**src/rtl/alu_mc.sv**
```systemverilog
// Multi-cycle ALU: saturating add/sub with pre-shift, Q-format multiply, and MAC into acc.
// Latency is 1 cycle for add/sub/clr/reserved and DW+1 cycles for mul/mac; start is ignored while busy.
module alu_mc #(
    parameter int DW       = 16,
    parameter int ADD_SAT  = 12,
    parameter int MUL_FRAC = 12,
    parameter int MUL_SAT  = 15
) (
    input  logic          clk,
    input  logic          rst,
    input  logic          start,
    input  logic [2:0]    op,
    input  logic          sat,
    input  logic [1:0]    shamt,
    input  logic [DW-1:0] src0,
    input  logic [DW-1:0] src1,
    output logic          busy,
    output logic          done,
    output logic [DW-1:0] result,
    output logic          ovf,
    output logic [DW-1:0] acc
);

    localparam int XW = 2*DW + 2;
    localparam int CW = $clog2(DW + 1);

    localparam logic [2:0] OP_ADD    = 3'b000;
    localparam logic [2:0] OP_SUB    = 3'b001;
    localparam logic [2:0] OP_MUL    = 3'b010;
    localparam logic [2:0] OP_MAC    = 3'b011;
    localparam logic [2:0] OP_ACCCLR = 3'b100;

    localparam logic signed [XW-1:0] ADD_MAX = XW'((64'sd1 <<< (ADD_SAT-1)) - 64'sd1);
    localparam logic signed [XW-1:0] ADD_MIN = XW'(-(64'sd1 <<< (ADD_SAT-1)));
    localparam logic signed [XW-1:0] MUL_MAX = XW'((64'sd1 <<< (MUL_SAT-1)) - 64'sd1);
    localparam logic signed [XW-1:0] MUL_MIN = XW'(-(64'sd1 <<< (MUL_SAT-1)));

    typedef enum logic [1:0] {IDLE, ADD, MUL, FIN} state_t;

    state_t          state_q, state_d;
    logic [2:0]      op_r;
    logic            sat_r;
    logic [1:0]      shamt_r;
    logic [DW-1:0]   src0_r, src1_r;
    logic [CW-1:0]   cnt;
    logic [2*DW-1:0] prod;

    function automatic logic [DW-1:0] clamp_dw(input logic signed [XW-1:0] v,
                                               input logic signed [XW-1:0] lo,
                                               input logic signed [XW-1:0] hi);
        if (v > hi) return hi[DW-1:0];
        if (v < lo) return lo[DW-1:0];
        return v[DW-1:0];
    endfunction

    function automatic logic out_of(input logic signed [XW-1:0] v,
                                    input logic signed [XW-1:0] lo,
                                    input logic signed [XW-1:0] hi);
        return (v > hi) || (v < lo);
    endfunction

    assign busy = (state_q != IDLE);

    always_comb begin
        state_d = state_q;
        case (state_q)
            IDLE: if (start) state_d = (op == OP_MUL || op == OP_MAC) ? MUL : ADD;
            ADD:  state_d = IDLE;
            MUL:  if (cnt == CW'(DW-1)) state_d = FIN;
            FIN:  state_d = IDLE;
            default: state_d = IDLE;
        endcase
    end

    logic signed [XW-1:0] src0_x, src1_x, shifted, add_sum;
    logic [DW-1:0]        add_val;
    logic                 add_ovf;
    logic [DW-1:0]        mag0, mag1_in;
    logic [DW:0]          part;
    logic signed [XW-1:0] p_mag, p, q, mac_sum;
    logic [DW-1:0]        mul_val, mac_val;
    logic                 mul_ovf, mac_ovf;

    always_comb begin
        src0_x  = {{(XW-DW){src0_r[DW-1]}}, src0_r};
        src1_x  = {{(XW-DW){src1_r[DW-1]}}, src1_r};
        shifted = src0_x <<< shamt_r;
        add_sum = (op_r == OP_SUB) ? (src1_x + ~shifted + XW'(1)) : (src1_x + shifted);
        add_val = clamp_dw(add_sum, ADD_MIN, ADD_MAX);
        add_ovf = out_of(add_sum, ADD_MIN, ADD_MAX);

        // Shift-add on magnitudes; the sign is reapplied once the product is complete.
        mag0    = src0_r[DW-1] ? -src0_r : src0_r;
        mag1_in = src1[DW-1] ? -src1 : src1;
        part    = {1'b0, prod[2*DW-1:DW]} + (prod[0] ? {1'b0, mag0} : '0);

        p_mag   = {2'b00, prod};
        p       = (src0_r[DW-1] ^ src1_r[DW-1]) ? -p_mag : p_mag;
        q       = p >>> MUL_FRAC;
        mul_val = clamp_dw(q, MUL_MIN, MUL_MAX);
        mul_ovf = out_of(q, MUL_MIN, MUL_MAX);

        mac_sum = {{(XW-DW){acc[DW-1]}}, acc} + {{(XW-DW){mul_val[DW-1]}}, mul_val};
        mac_ovf = sat_r && out_of(mac_sum, ADD_MIN, ADD_MAX);
        mac_val = sat_r ? clamp_dw(mac_sum, ADD_MIN, ADD_MAX) : mac_sum[DW-1:0];
    end

    always_ff @(posedge clk) begin
        if (rst) begin
            state_q <= IDLE;
            done    <= 1'b0;
            result  <= '0;
            ovf     <= 1'b0;
            acc     <= '0;
            cnt     <= '0;
            prod    <= '0;
            op_r    <= '0;
            sat_r   <= 1'b0;
            shamt_r <= '0;
            src0_r  <= '0;
            src1_r  <= '0;
        end else begin
            state_q <= state_d;
            done    <= 1'b0;
            case (state_q)
                IDLE: if (start) begin
                    op_r    <= op;
                    sat_r   <= sat;
                    shamt_r <= shamt;
                    src0_r  <= src0;
                    src1_r  <= src1;
                    cnt     <= '0;
                    prod    <= {{DW{1'b0}}, mag1_in};
                end
                ADD: begin
                    done <= 1'b1;
                    case (op_r)
                        OP_ADD, OP_SUB: begin
                            result <= sat_r ? add_val : add_sum[DW-1:0];
                            ovf    <= sat_r && add_ovf;
                        end
                        OP_ACCCLR: begin
                            acc    <= '0;
                            result <= '0;
                            ovf    <= 1'b0;
                        end
                        default: begin
                            result <= '0;
                            ovf    <= 1'b0;
                        end
                    endcase
                end
                MUL: begin
                    prod <= {part, prod[DW-1:1]};
                    cnt  <= cnt + CW'(1);
                end
                FIN: begin
                    done <= 1'b1;
                    if (op_r == OP_MAC) begin
                        acc    <= mac_val;
                        result <= mac_val;
                        ovf    <= mul_ovf || mac_ovf;
                    end else begin
                        result <= mul_val;
                        ovf    <= mul_ovf;
                    end
                end
                default: ;
            endcase
        end
    end

endmodule
```
**config.mk**
```make
export PLATFORM = sky130hd
export DESIGN_NAME = alu_mc
export DESIGN_NICKNAME = d
export VERILOG_FILES = /design/src/rtl/alu_mc.sv
export SDC_FILE = /design/constraint.sdc
export NUM_CORES = 1
export LEC_CHECK = 0
export BUFFER_PORTS_ARGS = -buffer_cell sky130_fd_sc_hd__buf_2
export CAP_MARGIN = 0
export CORE_MARGIN = 2
export CORE_UTILIZATION = 40
export CTS_BUF_LIST = sky130_fd_sc_hd__clkbuf_8 sky130_fd_sc_hd__clkbuf_16
export CTS_CLUSTER_SIZE = 25
export DETAILED_ROUTE_END_ITERATION = 10
export SYNTH_ARGS = -nofsm -noshare
export SYNTH_HDL_FRONTEND = slang
export SYNTH_SLANG_ARGS = --single-unit
```
**constraint.sdc**
```tcl
create_clock -name clk -period 6.2 [get_ports clk]
set_input_delay 0.31 -clock clk [delete_from_list [all_inputs] [get_ports clk]]
set_output_delay 0.31 -clock clk [all_outputs]
set_load 0.02 [all_outputs]
```
==> out/results.txt <==
cells on worst reg2reg path: 20
Min-Delay Path Depth: 3
CP Launch Type: flop
first-pass GRT wire length: 48200 µm
leakage: 4.55 nW
reg2reg start: prod[0]
GR met1 Demand/Resource: 32.4%
ANT nets after route: 0
hold path endpoint: src0_r[12]
clk sinks: 111
die height: 159 µm
Longest Clk Path Bufs: 2
Cell variety after synth: 81
largest net degree at the start of global routing: 65
Top cell by count, worst path: a211oi_2
IO Count: 76
clk slew on worst S/H paths: 0.08 ns
grt met2 use: 38.1%
Chip Width: 159 µm
sequential area share after synthesis: 23.0%
I/O Buffers: 75
Avg Cell Area, Syn: 7.20 µm²
synthesized flop and latch total: 111
Root Buffer: clkbuf_16
area grow syn2layout: 9.64%
Max Cap Violations: 0
Max Slew Vio Count: 0
Layout Cells excl Fill: 1691
nets: 1486
Max VDD drop: 0.150 mV
Hold-fix buffers, CTS: 0
CP max FO: 13
critical-path cell list: nor4_2 > nand4_1 > or3_1 > nor4_4 > a211oi_2 > o21ai_0 > ha_1 > inv_1 > fa_1 > nor2b_1 > o31ai_1 > a21o_1 > a21oi_1 > o211ai_2 > or4_4 > o21ai_4 > nand3_2 > or3b_1 > a211oi_2 > nor2_1
Post-DP HPWL: 22900 µm
DR WL/cell: 17.6 µm
met3 Track Usage GR: 2.87%
clock period minus worst slack: 5.71 ns
reg2reg end: result[1]
effective utilization at floorplan: 40.9%
Skew-Pair Late Insertion Delay: 0.37 ns
Cells after DPL: 1675
total core area: 23600 µm²
ys async rst share: 0%
layout cells sized above 1: 11.5%
final worst slack: 0.490 ns
Via density: 5.74
most frequent cells in the layout: nand2_1 (217), a21oi_1 (146), dfxtp_1 (111)
CP arrival: 5.97 ns
DP Worst Slack: 0.279 ns
Setup TNS: 0 ns
syn nets: 1460
final hold vios: 0
Slowest-stage cell, CP: or4_4
critical path type: reg2reg
Hold Path Class: in2reg
Syn Std Cell Area: 9660 µm²
Synth Flop Type: dfxtp_1
Post-CTS Repair Setup Buffers: 0
required time of the critical path: 6.46 ns
Synth Warn #: 0
GRT Residual Overflow: 0
WHS: 0.170 ns
Worst Tran Pin Value: 1.01 ns
Antenna Cells: 0
vias: 9701
slowest cell delay on critical path: 0.58 ns
Filler cells: 2508
hold path startpoint: src0[12]
pwr/cell area: 199 nW/µm²
most common cell after layout, fill and taps aside: nand2_1
Reg2Reg Setup Slack: 0.49 ns
Power, Total: 0.00211 W
initial antenna violation count: 0
initial DRC count: 733
RSZ-0062 raised after global routing: no
crit end category: flop
number of remaining DRC errors: 0
number of enable flip-flop cells after synthesis: 0
layer with the highest usage: met2
GPL Wtd Cong: 0.914
Rows: 56
CTS Buf Count: 9
fmax: 175 MHz
H-tree levels: 3
fin crit share: 92.1%
vias in the first global route: 8917
outcome: finished clean
gr usage total: 23.1%
Die ar.: 25400 µm²
DRT Wirelength: 29800 µm
Max-Slew Margin vs Limit: 32.8%
DRT Pass-1 Iters: 5
TritonCTS clock tree: done
worst clock skew: 0.00877 ns
Syn Inst Count: 1341
Final setup viols: 0
## how the worst max path moves through the flow
stage | startpoint | endpoint | slack [ns] | cells after the start
finish | prod[0] | result[1] | 0.49 | 20
global route | prod[0] | result[1] | 0.04 | 20
CTS | prod[0] | result[1] | 0.23 | 20
detailed placement | prod[7] | result[1] | 0.28 | 20
global placement | prod[7] | result[1] | 0.46 | 19
floorplan | prod[0] | result[1] | 1.04 | 22
## through the flow
stage               util, %  cell area, µm²
CTS                    44.7           10600
detailed placement     43.5           10300
floorplan                 -            9660
global route           44.9           10600
finish                 44.9           10600
global placement       43.5           10300
## area by class of cell
class	count	area, µm²	area share, %
multi-input cells	1097	6980	65.9
inverters	58	218	2.06
flip-flops and latches	111	2220	21.0
clock buffers	10	239	2.26
well taps	319	399	3.77
repair buffers	90	490	4.63
clock inverters	6	45.0	0.425
## critical path: cells and delay by family, from the launching register on
family | cells | cell delay, ns
flops | 1 | 0.33
fa+ha+maj | 2 | 0.60
compound gates | 8 | 1.68
buf+inv | 1 | 0.06
simple gates | 9 | 2.90
## registers in the layout, summed over array words and instances, names as in the netlist
name	flops
acc	16
op_r	3
sat_r	1
ovf	1
prod	32
shamt_r	2
state_q	2
cnt	5
src1_r	16
done	1
src0_r	16
result	16
## synth_stat cells, types with 7 or more instances
cell type | count | share of area [%]
or3_1 | 16 | 1.0
nor3_1 | 25 | 1.3
and2_1 | 17 | 1.1
a22oi_1 | 13 | 1.0
o211ai_1 | 9 | 0.70
xor2_1 | 18 | 1.6
o21a_1 | 7 | 0.54
mux2_2 | 7 | 0.82
o21bai_1 | 16 | 1.2
buf_2 | 9 | 0.47
nand4_1 | 7 | 0.45
mux2i_1 | 14 | 1.5
nand2_1 | 217 | 8.4
nand2b_1 | 20 | 1.3
a211oi_1 | 17 | 1.3
inv_1 | 57 | 2.2
a31oi_1 | 29 | 1.9
a21boi_0 | 8 | 0.62
clkbuf_1 | 56 | 2.2
o31ai_1 | 17 | 1.3
buf_1 | 9 | 0.35
a21oi_1 | 146 | 7.6
nor2_1 | 104 | 4.0
or2_2 | 16 | 1.0
xnor2_1 | 52 | 4.7
o21ai_0 | 64 | 3.3
nor4_1 | 15 | 0.97
dfxtp_1 | 111 | 23
ha_1 | 74 | 9.6
nor2b_1 | 15 | 0.97
a21o_1 | 19 | 1.5
nand3_1 | 39 | 2.0
and3_1 | 10 | 0.65
## routing by layer
| layer | vias to the layer above | wire length, µm |
|---|---|---|
| li1 | 4823 | - |
| met1 | 4552 | 14200 |
| met2 | 290 | 13500 |
| met3 | 36 | 1600 |
| met4 | 0 | 448 |
| met5 | - | 0 |
## cell families after synthesis
group	share of synthesized area, %
simple gates	24.9
fa+ha+maj	10.4
buf+inv	5.32
xor+xnor	6.51
flops	23.0
compound gates	27.6
mux	2.27
## where the power goes
group	switching [W]	leakage, nW	internal [W]	total [W]
combinational	0.000462	3.51	0.000266	0.000728
sequential	0.0000431	0.905	0.000745	0.000788
clock	0.000307	0.136	0.000286	0.000593
## timing repair
item                       4_1_cts  5_1_grt
resized for setup                0        6
hold endpoints to repair         0        0
setup endpoints to repair        0        9
Note: power is estimated with default switching activity, not from simulation.
